<file path="src/rtl/vram_arbiter.sv">
// ---------------------------------------------------------------------------
// vram_arbiter
//   Shares the single synchronous video-RAM port among the sprite fetcher
//   (SPR), the background tile fetcher (BG) and the CPU bridge (CPU, the only
//   writer). One access is issued per cycle at most. Each read is tagged with
//   its owner, and the owner's rvalid is raised when the RAM data returns
//   RD_LAT cycles later.
//
//   Priority: SPR > BG > CPU during active video. The order switches to
//   CPU > SPR > BG during vblank, and also once the CPU has been blocked for
//   CPU_MAX_WAIT cycles.
//
// Ports
//   clk, rst_n                    clock, asynchronous active-low reset
//   vblank                        high outside the visible region
//   spr_req/addr, spr_gnt         sprite read request / issued strobe
//   spr_rvalid                    rdata belongs to the sprite fetcher
//   bg_req/addr, bg_gnt           background read request / issued strobe
//   bg_rvalid                     rdata belongs to the BG fetcher
//   cpu_req/we/addr/wdata         CPU request (read or write)
//   cpu_gnt, cpu_rvalid           CPU issued strobe / read data valid
//   mem_en/we/addr/wdata          registered RAM command
//   mem_rdata                     RAM read data
//   rdata                         shared read-data bus (copy of mem_rdata)
// ---------------------------------------------------------------------------
module vram_arbiter #(
   parameter int ADDR_W       = 14,
   parameter int DATA_W       = 16,
   parameter int RD_LAT       = 2,
   parameter int CPU_MAX_WAIT = 8
) (
   input  logic              clk,
   input  logic              rst_n,
   input  logic              vblank,
   input  logic              spr_req,
   input  logic [ADDR_W-1:0] spr_addr,
   output logic              spr_gnt,
   output logic              spr_rvalid,
   input  logic              bg_req,
   input  logic [ADDR_W-1:0] bg_addr,
   output logic              bg_gnt,
   output logic              bg_rvalid,
   input  logic              cpu_req,
   input  logic              cpu_we,
   input  logic [ADDR_W-1:0] cpu_addr,
   input  logic [DATA_W-1:0] cpu_wdata,
   output logic              cpu_gnt,
   output logic              cpu_rvalid,
   output logic              mem_en,
   output logic              mem_we,
   output logic [ADDR_W-1:0] mem_addr,
   output logic [DATA_W-1:0] mem_wdata,
   input  logic [DATA_W-1:0] mem_rdata,
   output logic [DATA_W-1:0] rdata
);

   localparam int WAIT_W = $clog2(CPU_MAX_WAIT + 1);
   localparam logic [WAIT_W-1:0] WAIT_MAX = WAIT_W'(CPU_MAX_WAIT);

   typedef enum logic [1:0] {
      ID_SPR = 2'd0,
      ID_BG  = 2'd1,
      ID_CPU = 2'd2
   } client_e;

   typedef struct packed {
      logic    valid;
      client_e id;
   } tag_t;

   // Registered command / grant state
   logic              spr_gnt_q, bg_gnt_q, cpu_gnt_q;
   logic              mem_en_q, mem_we_q;
   logic [ADDR_W-1:0] mem_addr_q, mem_addr_d;
   logic [DATA_W-1:0] mem_wdata_q, mem_wdata_d;
   logic [WAIT_W-1:0] cpu_wait_q, cpu_wait_d;

   // Arbitration decision for the next edge
   logic spr_elig, bg_elig, cpu_elig, cpu_first;
   logic sel_spr, sel_bg, sel_cpu;

   // Read-return tag pipeline; the last stage owns the current mem_rdata
   tag_t              tag_in;
   tag_t              tag_out;
   tag_t [RD_LAT-1:0] tag_q;

   // A client just granted sits out one cycle, so the requester has time to
   // drop its level request or present the next one.
   assign spr_elig  = spr_req & ~spr_gnt_q;
   assign bg_elig   = bg_req  & ~bg_gnt_q;
   assign cpu_elig  = cpu_req & ~cpu_gnt_q;
   assign cpu_first = vblank | (cpu_wait_q == WAIT_MAX);

   // NOTE: every always_comb output is assigned a default first, so no path
   // leaves a value unassigned and no latch is inferred.
   always_comb begin
      sel_spr = 1'b0;
      sel_bg  = 1'b0;
      sel_cpu = 1'b0;
      if (cpu_first) begin
         if (cpu_elig)      sel_cpu = 1'b1;
         else if (spr_elig) sel_spr = 1'b1;
         else if (bg_elig)  sel_bg  = 1'b1;
      end else begin
         if (spr_elig)      sel_spr = 1'b1;
         else if (bg_elig)  sel_bg  = 1'b1;
         else if (cpu_elig) sel_cpu = 1'b1;
      end
   end

   // Address and write data hold their last value while the port is idle.
   always_comb begin
      mem_addr_d  = mem_addr_q;
      mem_wdata_d = mem_wdata_q;
      if (sel_spr) mem_addr_d = spr_addr;
      if (sel_bg)  mem_addr_d = bg_addr;
      if (sel_cpu) begin
         mem_addr_d  = cpu_addr;
         mem_wdata_d = cpu_wdata;
      end
   end

   // Starvation counter: counts edges on which the CPU asks but loses, and
   // saturates so the CPU keeps top priority until it is actually picked.
   always_comb begin
      cpu_wait_d = '0;
      if (cpu_req && !sel_cpu) begin
         cpu_wait_d = (cpu_wait_q == WAIT_MAX) ? cpu_wait_q
                                               : cpu_wait_q + WAIT_W'(1);
      end
   end

   // NOTE: sequential state uses non-blocking assignments only, so every
   // flop samples pre-edge values regardless of process ordering.
   always_ff @(posedge clk or negedge rst_n) begin
      if (!rst_n) begin
         spr_gnt_q   <= 1'b0;
         bg_gnt_q    <= 1'b0;
         cpu_gnt_q   <= 1'b0;
         mem_en_q    <= 1'b0;
         mem_we_q    <= 1'b0;
         mem_addr_q  <= '0;
         mem_wdata_q <= '0;
         cpu_wait_q  <= '0;
      end else begin
         spr_gnt_q   <= sel_spr;
         bg_gnt_q    <= sel_bg;
         cpu_gnt_q   <= sel_cpu;
         mem_en_q    <= sel_spr | sel_bg | sel_cpu;
         mem_we_q    <= sel_cpu & cpu_we;
         mem_addr_q  <= mem_addr_d;
         mem_wdata_q <= mem_wdata_d;
         cpu_wait_q  <= cpu_wait_d;
      end
   end

   // The tag enters at the end of the grant cycle; after RD_LAT-1 more shifts
   // it reaches the last stage exactly when the RAM presents the data.
   always_comb begin
      tag_in.valid = mem_en_q & ~mem_we_q;
      tag_in.id    = cpu_gnt_q ? ID_CPU : (bg_gnt_q ? ID_BG : ID_SPR);
   end

   // NOTE: the tag pipeline is reset, unlike a data-only delay line, because
   // its valid bits must not produce a return for a read lost to reset.
   always_ff @(posedge clk or negedge rst_n) begin
      if (!rst_n) begin
         tag_q <= '0;
      end else begin
         for (int i = RD_LAT - 1; i > 0; i--) begin
            tag_q[i] <= tag_q[i-1];
         end
         tag_q[0] <= tag_in;
      end
   end

   assign tag_out    = tag_q[RD_LAT-1];
   assign spr_rvalid = tag_out.valid & (tag_out.id == ID_SPR);
   assign bg_rvalid  = tag_out.valid & (tag_out.id == ID_BG);
   assign cpu_rvalid = tag_out.valid & (tag_out.id == ID_CPU);

   assign spr_gnt   = spr_gnt_q;
   assign bg_gnt    = bg_gnt_q;
   assign cpu_gnt   = cpu_gnt_q;
   assign mem_en    = mem_en_q;
   assign mem_we    = mem_we_q;
   assign mem_addr  = mem_addr_q;
   assign mem_wdata = mem_wdata_q;
   assign rdata     = mem_rdata;

endmodule
</file>
<file path="config.mk">
export PLATFORM = sky130hd
export DESIGN_NAME = vram_arbiter
export DESIGN_NICKNAME = d
export VERILOG_FILES = /design/src/rtl/vram_arbiter.sv
export SDC_FILE = /design/constraint.sdc
export NUM_CORES = 1
export LEC_CHECK = 0
export CORE_MARGIN = 2
export CORE_UTILIZATION = 47
export CTS_CLUSTER_DIAMETER = 100
export DETAILED_ROUTE_END_ITERATION = 16
export DONT_BUFFER_PORTS = 1
export SLEW_MARGIN = 20
export SYNTH_ARGS = -nofsm -noshare
export SYNTH_HDL_FRONTEND = slang
export SYNTH_SLANG_ARGS = --single-unit
</file>
<file path="constraint.sdc">
create_clock -name clk -period 2.39 [get_ports clk]
set_input_delay 0.478 -clock clk [delete_from_list [all_inputs] [get_ports clk]]
set_output_delay 0.478 -clock clk [all_outputs]
set_load 0.005 [all_outputs]
</file>
==> impl_metrics.tcl <==
set metrics [dict create \
    status "finished clean" \
    grt_first_pass_wirelength_um 8128 \
    vdd_ir_drop_max_mv 0.2772 \
    ys_top_cells_by_area "dfrtp_1 47%, mux2_4 8.8%, and3b_1 6.3%" \
    crit_path_max_fanout 16 \
    setup_tns_ns 0 \
    cts_hold_buf 1 \
    num_rows 25 \
    cp_top_family "simple AND/OR/NAND/NOR gates" \
    grt_pass1_vias 1604 \
    synth_fp_nets 299 \
    end_kind "flop" \
    cts_tree "built" \
    clock_skew_ns 0.009679 \
    synth.distinct_cells 30 \
    p_leak_nw 1.158 \
    yosysTopAreaCell "dfrtp_1" \
    placed_cell_area_um2 2285 \
    cts_buffers 5 \
    final_cell_area_um2 2446 \
    ys_seq_area_share_pct 47.29 \
    relSlewSlack_pct 59.53 \
    io_pins 135 \
    antenna_found_initial 0 \
    crit_arrival_ns 2.23 \
    fillers 443 \
    final_antenna_net_count 0 \
    netlist.area_leader.share_pct 47.29 \
    first_pass_iters 4 \
    hp-class "in2async" \
    synth-edff-count 0 \
    drive_gt1_share_pct 17.50 \
    multi_input_area_um2 1007 \
    dieArea_um2 5651 \
    layout.nets 282 \
    clock_sinks 45 \
    cp_slowest_stage_delay_ns 0.55 \
    die_h_um 75.18 \
    maxCapViolCount 0 \
    rsz0062_at_grt "no" \
    ys_seq_elements 45 \
    seq_area_um2 1126 \
    ys_warn_count 0 \
    finalCriticalPeriod_ns 2.039 \
    tightest_slew_ns 0.6070 \
    worstSetupPathType "reg2reg" \
    synthArstFlopShare_pct 100.0 \
    grt_usage_pct 19.17 \
    insertion_delay_ns 0.30 \
    grt_max_degree 46 \
    wl_um 5335 \
    drt_iter0_drc 87 \
    wl_per_cell_um 19.98 \
    power_density_nw_per_um2 811.9 \
    syn_area_um2 2381 \
    remaining_drc_errors 0 \
    fmax_mhz 490.3 \
    cts_max_path_buffers 2 \
    fp.dieW_um 75.18 \
    maxSlewViolCount 0 \
    cts_root_buf "clkbuf_8" \
    critPathLaunchType "flop" \
    vias 1595 \
    via_per_inst 5.974 \
    timing.hold.ws_ns 0.01708 \
    netlist_instances 216 \
    regToRegSetupSlack_ns 0.35 \
    r2r-end "mem_addr[3]" \
    start_util_pct 49.43 \
    dpl.hpwl_um 3771 \
    clk_pin_slew_ns 0.08 \
    ctsResizeCount 0 \
    cp_slowest_cell "or2_1" \
    r2r_start "cpu_wait_q[0]" \
    critPathRequiredTime_ns 2.58 \
    setup_viol 0 \
    finalCritPeriodShare_pct 85.33 \
    critical_path_buf_inv_count 1 \
    antennaDiodeCount 0 \
    grt_overflow 0 \
    syn_to_final_growth_pct 2.733 \
    port_buffers 0 \
    r2r.worst_path.cells 6 \
    place.gp.congestion 0.8165 \
    hold_viol 0 \
    core_area_um2 4817 \
    critical_path.cell_chain "inv_1, ha_1, and3b_1, or2_1, nor2_1, a211o_1" \
    cts_setup_buffers 0 \
    synthFlopType "dfrtp_1" \
    syn_area_per_cell_um2 11.02 \
    cts-htree-levels 2 \
]
## synthesized netlist by cell type, types with 3 or more instances
library cell,instances
dfrtp_1,45
nor2_1,18
a21oi_1,17
and3b_1,17
buf_4,17
nand3_1,17
a211o_1,14
a31oi_1,14
mux2_4,14
buf_2,5
clkbuf_1,5
buf_6,4
nor2b_1,4
nand2b_1,3
## registers in the layout (all words and copies together), names as in the netlist
register / cells
mem_addr: 14
mem_wdata: 16
cpu_gnt: 1
tag_q: 3
mem_we: 1
bg_gnt: 1
spr_gnt: 1
cpu_wait_q: 4
tag_out: 3
mem_en: 1
## area by class of cell
cell class	count	area share (%)
sequential	45	46.04
multi-input combinational	136	41.18
timing repair buffer	9	3.581
tap	67	3.427
clock buffer	5	2.813
clock inverter	3	2.660
inverter	2	0.3069
## layer usage
metal	vias to the layer above	share of wire (%)	track usage [%]
li1	715	-	-
met1	771	39	22.23
met2	88	51	33.04
met3	21	8.8	6.961
met4	0	1.9	6.238
met5	-	0	0
## layout by cell type, fill, tap and decap left out, drive strengths merged, types with 2 or more instances in the layout
master | synthesis | routed
nor2 | 19 | 19
nand3 | 17 | 17
inv | 2 | 2
o21ai | 2 | 2
buf | 28 | 9
a21oi | 17 | 17
and3b | 17 | 17
ha | 2 | 2
a31oi | 14 | 14
clkbuf | 5 | 5
a211o | 14 | 14
dfrtp | 45 | 45
nand2b | 3 | 3
mux2 | 16 | 16
xor2 | 2 | 2
nand2 | 2 | 2
nor2b | 4 | 4
bufinv | 0 | 2
## worst max path at each step
| stage | startpoint | endpoint | slack, ns | depth (start not counted) |
|---|---|---|---|---|
| 2_1_floorplan | cpu_wait_q[0] | mem_wdata[10] | 0.65 | 8 |
| 5_1_grt | cpu_wait_q[0] | mem_addr[4] | 0.20 | 6 |
| 4_1_cts | cpu_wait_q[0] | mem_addr[3] | 0.33 | 6 |
| 3_3_place_gp | cpu_wait_q[0] | mem_addr[12] | 0.50 | 6 |
| 6_report | cpu_wait_q[0] | mem_addr[3] | 0.35 | 6 |
| 3_5_place_dp | cpu_wait_q[0] | mem_addr[13] | 0.39 | 6 |
## kinds of logic after synthesis
kind of cell	count (synthesis)	share of synthesized area, %
DFF	45	47.29
buffers and inverters	35	10.40
muxes	17	10.19
AOI/OAI and AO/OA	49	13.98
xor gates and xnor gates	2	0.7358
and+or+nand+nor	66	16.34
adders and majority gates	2	1.051
## metrics by stage
stage          utilization (%)  cells  setup WS [ns]  total power [mW]
2_1_floorplan                -    216         0.6522             1.269
3_3_place_gp             47.43    258         0.4987             1.296
3_5_place_dp             47.43    258         0.3942             1.316
4_1_cts                  50.78    267         0.3279             2.008
5_1_grt                  50.78    267         0.1968             2.098
6_report                 50.78    267         0.3506             1.986
## worst reg2reg max path, cell delays in order (launching register included)
cell and delay, ns:
dfrtp_1 0.44, inv_1 0.09, ha_1 0.14, and3b_1 0.33
or2_1 0.55, nor2_1 0.13, a211o_1 0.25
## where the power goes
group	switching (mW)	internal (mW)
combinational	0.155	0.183
clock	0.255	0.415
sequential	0.0983	0.880
total	0.508	1.48
Note: power is estimated with default switching activity, not from simulation.
